## config.mk

```make
export PLATFORM = sky130hd
export DESIGN_NAME = mem_access_unit
export DESIGN_NICKNAME = d
export VERILOG_FILES = /design/src/rtl/mau_pkg.sv /design/src/rtl/mem_access_unit.sv
export SDC_FILE = /design/constraint.sdc
export NUM_CORES = 1
export LEC_CHECK = 0
export ABC_AREA = 1
export ABC_CLOCK_PERIOD_IN_PS = 1700
export CAP_MARGIN = 20
export CORE_ASPECT_RATIO = 0.9
export CORE_MARGIN = 1
export CORE_UTILIZATION = 35
export DETAILED_ROUTE_END_ITERATION = 6
export GPL_ROUTABILITY_DRIVEN = 0
export HOLD_SLACK_MARGIN = 0.1
export SYNTH_ARGS = -nofsm -noshare
export SYNTH_HDL_FRONTEND = slang
export SYNTH_SLANG_ARGS = --single-unit
```

## constraint.sdc

```tcl
create_clock -name CLK -period 1.7 [get_ports CLK]
set_clock_uncertainty 0.2 [all_clocks]
set_input_delay 0.34 -clock CLK [delete_from_list [all_inputs] [get_ports CLK]]
set_output_delay 0.34 -clock CLK [all_outputs]
set_load 0.05 [all_outputs]
```

## src/rtl/mau_pkg.sv

```systemverilog
// Shared types and default sizes for the memory access unit.
//   mau_op_e    : request opcode encoding on req_op
//   mau_state_e : sequencer states
package mau_pkg;

  localparam int unsigned MAU_AW = 8;
  localparam int unsigned MAU_DW = 8;
  localparam int unsigned MAU_LW = 8;

  typedef enum logic [1:0] {
    OP_LOAD  = 2'd0,
    OP_STORE = 2'd1,
    OP_COPY  = 2'd2,
    OP_FILL  = 2'd3
  } mau_op_e;

  typedef enum logic [2:0] {
    ST_IDLE,
    ST_LOAD,
    ST_STORE,
    ST_CP_RD,
    ST_CP_WR,
    ST_FILL,
    ST_FIN
  } mau_state_e;

endpackage

```

## src/rtl/mem_access_unit.sv

```systemverilog
// Load/store sequencer in front of a 256x8 data memory (combinational read,
// write on CLK posedge while mem_we is high).
// Accepts LOAD / STORE / COPY (and FILL when MAU_FILL_EN is defined) requests
// over req_valid/req_ready, drives the memory pins and reports completion.
// Ports:
//   CLK, RST                : clock, synchronous active-high reset
//   req_valid/req_ready     : request handshake (ready only in IDLE)
//   req_op/addr/addr2/len/wdata : request fields, registered at acceptance
//   resp_valid/resp_data    : LOAD result pulse / held load data
//   done, err               : completion pulse, unsupported-op pulse
//   mem_addr/wdata/we/rdata : data memory interface
// Config macro: MAU_FILL_EN enables op 3 (FILL); otherwise op 3 reports err.
module mem_access_unit
  import mau_pkg::*;
#(
  parameter int unsigned AW = MAU_AW,
  parameter int unsigned DW = MAU_DW,
  parameter int unsigned LW = MAU_LW
) (
  input  logic          CLK,
  input  logic          RST,
  input  logic          req_valid,
  output logic          req_ready,
  input  logic [1:0]    req_op,
  input  logic [AW-1:0] req_addr,
  input  logic [AW-1:0] req_addr2,
  input  logic [LW-1:0] req_len,
  input  logic [DW-1:0] req_wdata,
  output logic          resp_valid,
  output logic [DW-1:0] resp_data,
  output logic          done,
  output logic          err,
  output logic [AW-1:0] mem_addr,
  output logic [DW-1:0] mem_wdata,
  output logic          mem_we,
  input  logic [DW-1:0] mem_rdata
);

  mau_state_e    state;
  logic          we_q;
  logic [AW-1:0] src;
  logic [AW-1:0] dst;
  logic [LW-1:0] rem;
  logic [DW-1:0] wdata_q;
  logic [DW-1:0] byte_buf;

  // Gate with RST so an abort never commits a write on the reset edge.
  assign mem_we    = we_q & ~RST;
  assign mem_wdata = (state == ST_CP_WR) ? byte_buf : wdata_q;

  always_ff @(posedge CLK) begin
    if (RST) begin
      state      <= ST_IDLE;
      req_ready  <= 1'b1;
      resp_valid <= 1'b0;
      resp_data  <= '0;
      done       <= 1'b0;
      err        <= 1'b0;
      we_q       <= 1'b0;
      mem_addr   <= '0;
      wdata_q    <= '0;
      src        <= '0;
      dst        <= '0;
      rem        <= '0;
      byte_buf   <= '0;
    end else begin
      resp_valid <= 1'b0;
      done       <= 1'b0;
      err        <= 1'b0;
      case (state)
        ST_IDLE: begin
          if (req_valid && req_ready) begin
            req_ready <= 1'b0;
            src       <= req_addr;
            dst       <= req_addr2;
            rem       <= req_len;
            wdata_q   <= req_wdata;
            case (mau_op_e'(req_op))
              OP_LOAD: begin
                state    <= ST_LOAD;
                mem_addr <= req_addr;
              end
              OP_STORE: begin
                state    <= ST_STORE;
                mem_addr <= req_addr;
                we_q     <= 1'b1;
              end
              OP_COPY: begin
                if (req_len == '0) begin
                  state <= ST_FIN;
                  done  <= 1'b1;
                end else begin
                  state    <= ST_CP_RD;
                  mem_addr <= req_addr;
                end
              end
`ifdef MAU_FILL_EN
              OP_FILL: begin
                if (req_len == '0) begin
                  state <= ST_FIN;
                  done  <= 1'b1;
                end else begin
                  state    <= ST_FILL;
                  mem_addr <= req_addr;
                  we_q     <= 1'b1;
                end
              end
`endif
              default: begin
                state <= ST_FIN;
                done  <= 1'b1;
                err   <= 1'b1;
              end
            endcase
          end
        end
        ST_LOAD: begin
          resp_data  <= mem_rdata;
          resp_valid <= 1'b1;
          done       <= 1'b1;
          state      <= ST_FIN;
        end
        ST_STORE: begin
          we_q  <= 1'b0;
          done  <= 1'b1;
          state <= ST_FIN;
        end
        ST_CP_RD: begin
          byte_buf <= mem_rdata;
          mem_addr <= dst;
          we_q     <= 1'b1;
          state    <= ST_CP_WR;
        end
        ST_CP_WR: begin
          we_q <= 1'b0;
          src  <= src + 1'b1;
          dst  <= dst + 1'b1;
          rem  <= rem - 1'b1;
          if (rem == LW'(1)) begin
            done  <= 1'b1;
            state <= ST_FIN;
          end else begin
            // Next read comes from the already-advanced source byte.
            mem_addr <= src + 1'b1;
            state    <= ST_CP_RD;
          end
        end
`ifdef MAU_FILL_EN
        ST_FILL: begin
          mem_addr <= mem_addr + 1'b1;
          rem      <= rem - 1'b1;
          if (rem == LW'(1)) begin
            we_q  <= 1'b0;
            done  <= 1'b1;
            state <= ST_FIN;
          end
        end
`endif
        ST_FIN: begin
          req_ready <= 1'b1;
          state     <= ST_IDLE;
        end
        default: begin
          we_q      <= 1'b0;
          req_ready <= 1'b1;
          state     <= ST_IDLE;
        end
      endcase
    end
  end

endmodule
```

## Word level (Yosys, flattened, before mapping)

Index checks and enable logic that the tools add are counted.

| word-level totals | value |
|---|---|
| flip-flop bits (word level) | 64 |
| input port bits | 45 |
| output and inout bits | 29 |
| word-level logic and storage cells | 81 |

| cells by class | value |
|---|---|
| add/sub/neg operators | 3 |
| eq/ne operators | 13 |
| mux-type cells | 29 |
| bitwise operators | 6 |
| reductions and logical operators | 17 |

Operators with widths:

| cell | count |
|---|---|
| one-hot mux 8 bit (2 select lines) | 4 |
| 2-to-1 mux 8 bit | 7 |
| one-hot mux 8 bit (3 select lines) | 1 |
| adder 8 x 1 -> 8 bit, second input constant | 2 |
| one-hot mux 3 bit (4 select lines) | 1 |
| 2-to-1 mux 3 bit | 3 |
| one-hot mux 3 bit (3 select lines) | 1 |
| == test 8 x 1 -> 1 bit, second input constant | 1 |
| logical NOT 8 bit | 1 |
| 2-to-1 mux 1 bit | 8 |
| subtractor 8 x 1 -> 8 bit, second input constant | 1 |
| == test 3 x 2 -> 1 bit, second input constant | 2 |
| == test 3 bit, second input constant | 2 |
| one-hot mux 1 bit (3 select lines) | 2 |
| AND reduction 2 bit | 3 |
| OR reduction 2 bit | 3 |
| OR reduction 3 bit | 2 |
| NOT 1 bit | 5 |
| AND reduction 5 bit | 1 |
| inequality test 2 bit, second input constant | 2 |
| one-hot mux 1 bit (2 select lines) | 2 |
| OR reduction 4 bit | 1 |
| == test 3 x 1 -> 1 bit, second input constant | 1 |
| logical NOT 3 bit | 1 |
| other kinds (11) | 11 |

## Depth between registers and ports, before layout

| logic depth | value |
|---|---|
| depth in word-level cells | 5 |
| gate-level depth with buffers | 10 |
| gate-level depth less buffers | 10 |

## Worst setup path before layout

No wires, ideal clock.

| timing | value |
|---|---|
| path type | register -> output |
| start point | reg state[0] |
| end point | out mem_wdata[0] |
| arrival | 2.012 ns |
| data required time | 1.160 ns |
| setup slack | -0.852 ns |
| stages on the path, launching flop included | 7 |
| path buffers | 2 |
| path through | dfxtp_1 -> nor2_4 -> nand2_4 -> inv_2 -> buf_4 -> buf_2 -> o21ai_0 |

| between the ends | value |
|---|---|
| cells in the longest elaborated chain, start to end | 2 |

Ends and longest elaborated chain:

| item | RTL line | source |
|---|---|---|
| start, declared | mem_access_unit.sv:39 | `mau_state_e state;` |
| start signal, assigned | mem_access_unit.sv:53 | `state <= ST_IDLE;` |
| start signal, assigned | mem_access_unit.sv:80 | `state <= ST_LOAD;` |
| start signal, assigned | mem_access_unit.sv:84 | `state <= ST_STORE;` |
| == test 3 bit | mem_access_unit.sv:49 | `assign mem_wdata = (state == ST_CP_WR) ? byte_buf : wdata_q;` |
| 2-to-1 mux 8 bit | mem_access_unit.sv:49 |  |
| end, declared | mem_access_unit.sv:34 | `output logic [DW-1:0] mem_wdata,` |

Every way passes these cells.

## Worst setup path after layout

| timing | value |
|---|---|
| start point | reg state[1] |
| end point | out mem_wdata[0] |

The elaborated chain is that of the path after synthesis.

==> results.tsv <==
stage	metric	value	unit
power	pwr-share-comb	0.608	
power	p_seq_frac	0.266	
finish	final_cell_count_no_fill	763	
detailed_routing	routed_via_density	4.76	
floorplan	io_pins	74	
synth	synth_top_area_frac	0.386	
finish	layout-drive-gt1-share	0.228	
synth	syn_avg_cell_area	6.44	um^2
timing	slew_headroom	0.803	
floorplan	core_area	9170	um^2
timing	rsz0062_at_grt	yes	
synth	synth_edf_count	0	
finish	syn_to_final_growth	58.2	%
floorplan	die_x	105	um
clocking	clock-sinks	64	
finish	nets	685	
grt	grt_max_degree	18	
detailed_routing	wirelength	9.79	mm
clocking	cts_max_level	3	
finish	nFillCells	873	
critical_path	worstPathMaxFanout	14	
synth	synthArstFlopShare	0	
synth	synth.top_cells.by_area	dfxtp_1, nand2_1, nor2_1	
detailed_routing	drt-initial-drc-count	141	
floorplan	die_area	9890	um^2
synth	synthDistinctLibCells	35	
finish	register_area	1290	um^2
grt	grt_overflow_total	0	
synth	synth-seq-area-share	0.386	
outcome	violations	negative setup slack	
detailed_routing	dr.pass1.iters	5	
synth	synth_top_area_cell	dfxtp_1	
hold_path	min-delay-path-class	flip-flop to flip-flop	
power	p_switching	4.29	mW
power	powerDensity	1770	nW/um^2
clocking	root_buffer	clkbuf_8	
clocking	numCtsBuffers	9	
finish	layout_common_cells	nand2_1, nor2_1, dfxtp_1	
finish	final_common_cell	nand2_1	
power	p_int	4.99	mW
clocking	clk_latency	0.35	ns
place	dpl.cell_count	742	
power	clkPwrFrac	0.126	
power	p_sw_frac	0.462	
finish	final_util	0.573	
floorplan	rows	33	
synth	synth_cells	516	
detailed_routing	wire_per_inst	12.8	um
timing	setup-tns-final	-1.71	ns
finish	antenna_cells	0	
critical_path	endpoint_kind	primary output	
power	p_leak	2.31	nW
timing	worst_slack	-0.232	ns
critical_path	worstPathRequired	1.16	ns
timing	drv_slew	0	
critical_path	setup.worst_path.class	flip-flop to primary output	
detailed_routing	vias	3635	
critical_path	regToRegSetupSlack	0	ns
timing	finalHoldViolCount	0	
clocking	ctsHoldBuffers	0	
timing	fin_crit	1.93	ns
floorplan	start_util	0.363	
finish	multi_input_area	1930	um^2
timing	min_period_over_period	1.14	
detailed_routing	drcViolationCount	0	
synth	ys_ff_latch	64	
power	ir_worst_vdd	0.978	mV
grt	grt.total_usage	0.201	
place	hpwl	7.42	mm
synth	synthesis.area	3320	um^2
synth	syn_nets	565	
clocking	cts_tree	yes	
job	maxCapViolations	0	
grt	antenna_found_initial	0	
timing	worst_slew_pin_slew	0.292	ns
timing	setup_viol	10	
grt	grt_pass1_wl	15.7	mm
place	numPortBuffers	73	
outcome	status	complete, but fails checks	
synth	yosysWarnings	0	
critical_path	cp-start-kind	flip-flop	
grt	grt_pass1_vias	3409	
floorplan	die_h	94.4	um
detailed_routing	ant_nets	0	
clocking	cts_buffer_depth	2	
timing	max_freq	518	MHz
clocking	path_clk_slew	0.08	ns
synth	synthFlopType	dfxtp_1	
critical_path	arrival	1.39	ns
[sequential cells by signal, indices dropped and copies added, names as in the netlist]
signal and flops:
resp_data 8, rem 8, src 8, wdata_q 8, state 3, we_q 1, done 1, resp_valid 1
byte_buf 8, req_ready 1, err 1, dst 8, mem_addr 8
[metal layers]
layer | share of wire | GRT usage
met5 | 0 | 0
met4 | 0.014 | 0.0751
met3 | 0.047 | 0.0462
met2 | 0.48 | 0.351
met1 | 0.46 | 0.243
[power groups by stage]
stage	clock (mW)	sequential (mW)	combinational, mW
after detailed placement	0	2.49	5.27
after global routing	1.26	2.54	6.12
final	1.17	2.47	5.65
after floorplan	0	2.78	2.89
after CTS	1.19	2.46	5.35
after global placement	0	2.47	5.16
[cell usage after synthesis (3+ instances only)]
| master | n |
|---|---|
| nand4_1 | 4 |
| a31oi_1 | 8 |
| ha_1 | 4 |
| inv_2 | 3 |
| o21ai_0 | 41 |
| nor2_1 | 75 |
| dfxtp_1 | 64 |
| inv_1 | 55 |
| buf_2 | 7 |
| nand3_1 | 33 |
| a22oi_1 | 3 |
| clkbuf_1 | 9 |
| nand2_1 | 147 |
| a21oi_1 | 34 |
[worst max-delay path, stage by stage, from the launching register on]
cell,delay (ns)
dfxtp_2,0.37
nor2_4,0.05
nand2_4,0.09
inv_8,0.06
buf_4,0.15
o21ai_4,0.16
buf_12,0.15
[area by class of cell]
class | instances | share of cell area
Multi-Input combinational cell | 374 | 0.368
Timing Repair Buffer | 128 | 0.282
Sequential cell | 64 | 0.245
Inverter | 59 | 0.0440
Tap cell | 122 | 0.0290
Clock buffer | 9 | 0.0236
Clock inverter | 7 | 0.00881
[final timing paths]
path                     from      endpoint  cells past startpoint
hold / removal    byte_buf[1]   byte_buf[1]                      2
hold reg to reg   byte_buf[1]   byte_buf[1]                      2
setup / recovery     state[1]  mem_wdata[0]                      6
setup reg to reg     state[1]   mem_addr[0]                     11
[logic make-up (layout without fill, tap and decap cells)]
family	after synthesis	in the layout	synth area share
AND/OR/NAND/NOR	271	272	0.338
XOR/XNOR	3	3	0.00791
buffers and inverters	79	203	0.0986
adder cells (fa/ha/maj)	4	4	0.0151
AO/OA/AOI/OAI	95	95	0.155
flip-flops	64	64	0.386
[per-stage QoR]
step           setup slack [ns]  instance area [um^2]  hold WS, ns  total power [mW]
5_1_grt                  -0.282                  5260        0.299              9.93
3_5_place_dp             -0.336                  4930        0.273              7.76
3_3_place_gp             -0.269                  4930        0.263              7.63
4_1_cts                  -0.238                  5120        0.286              9.00
2_1_floorplan          -0.00857                  3460        0.253              5.67
6_report                 -0.232                  5260        0.287              9.29
[timing repair]
item,4_1_cts,5_1_grt
setup buffers,1,3
cloned,0,1
setup endpoints to repair,13,27
gates resized for setup,7,30
pin swaps,0,2
Power figures use the tool's default switching activity.
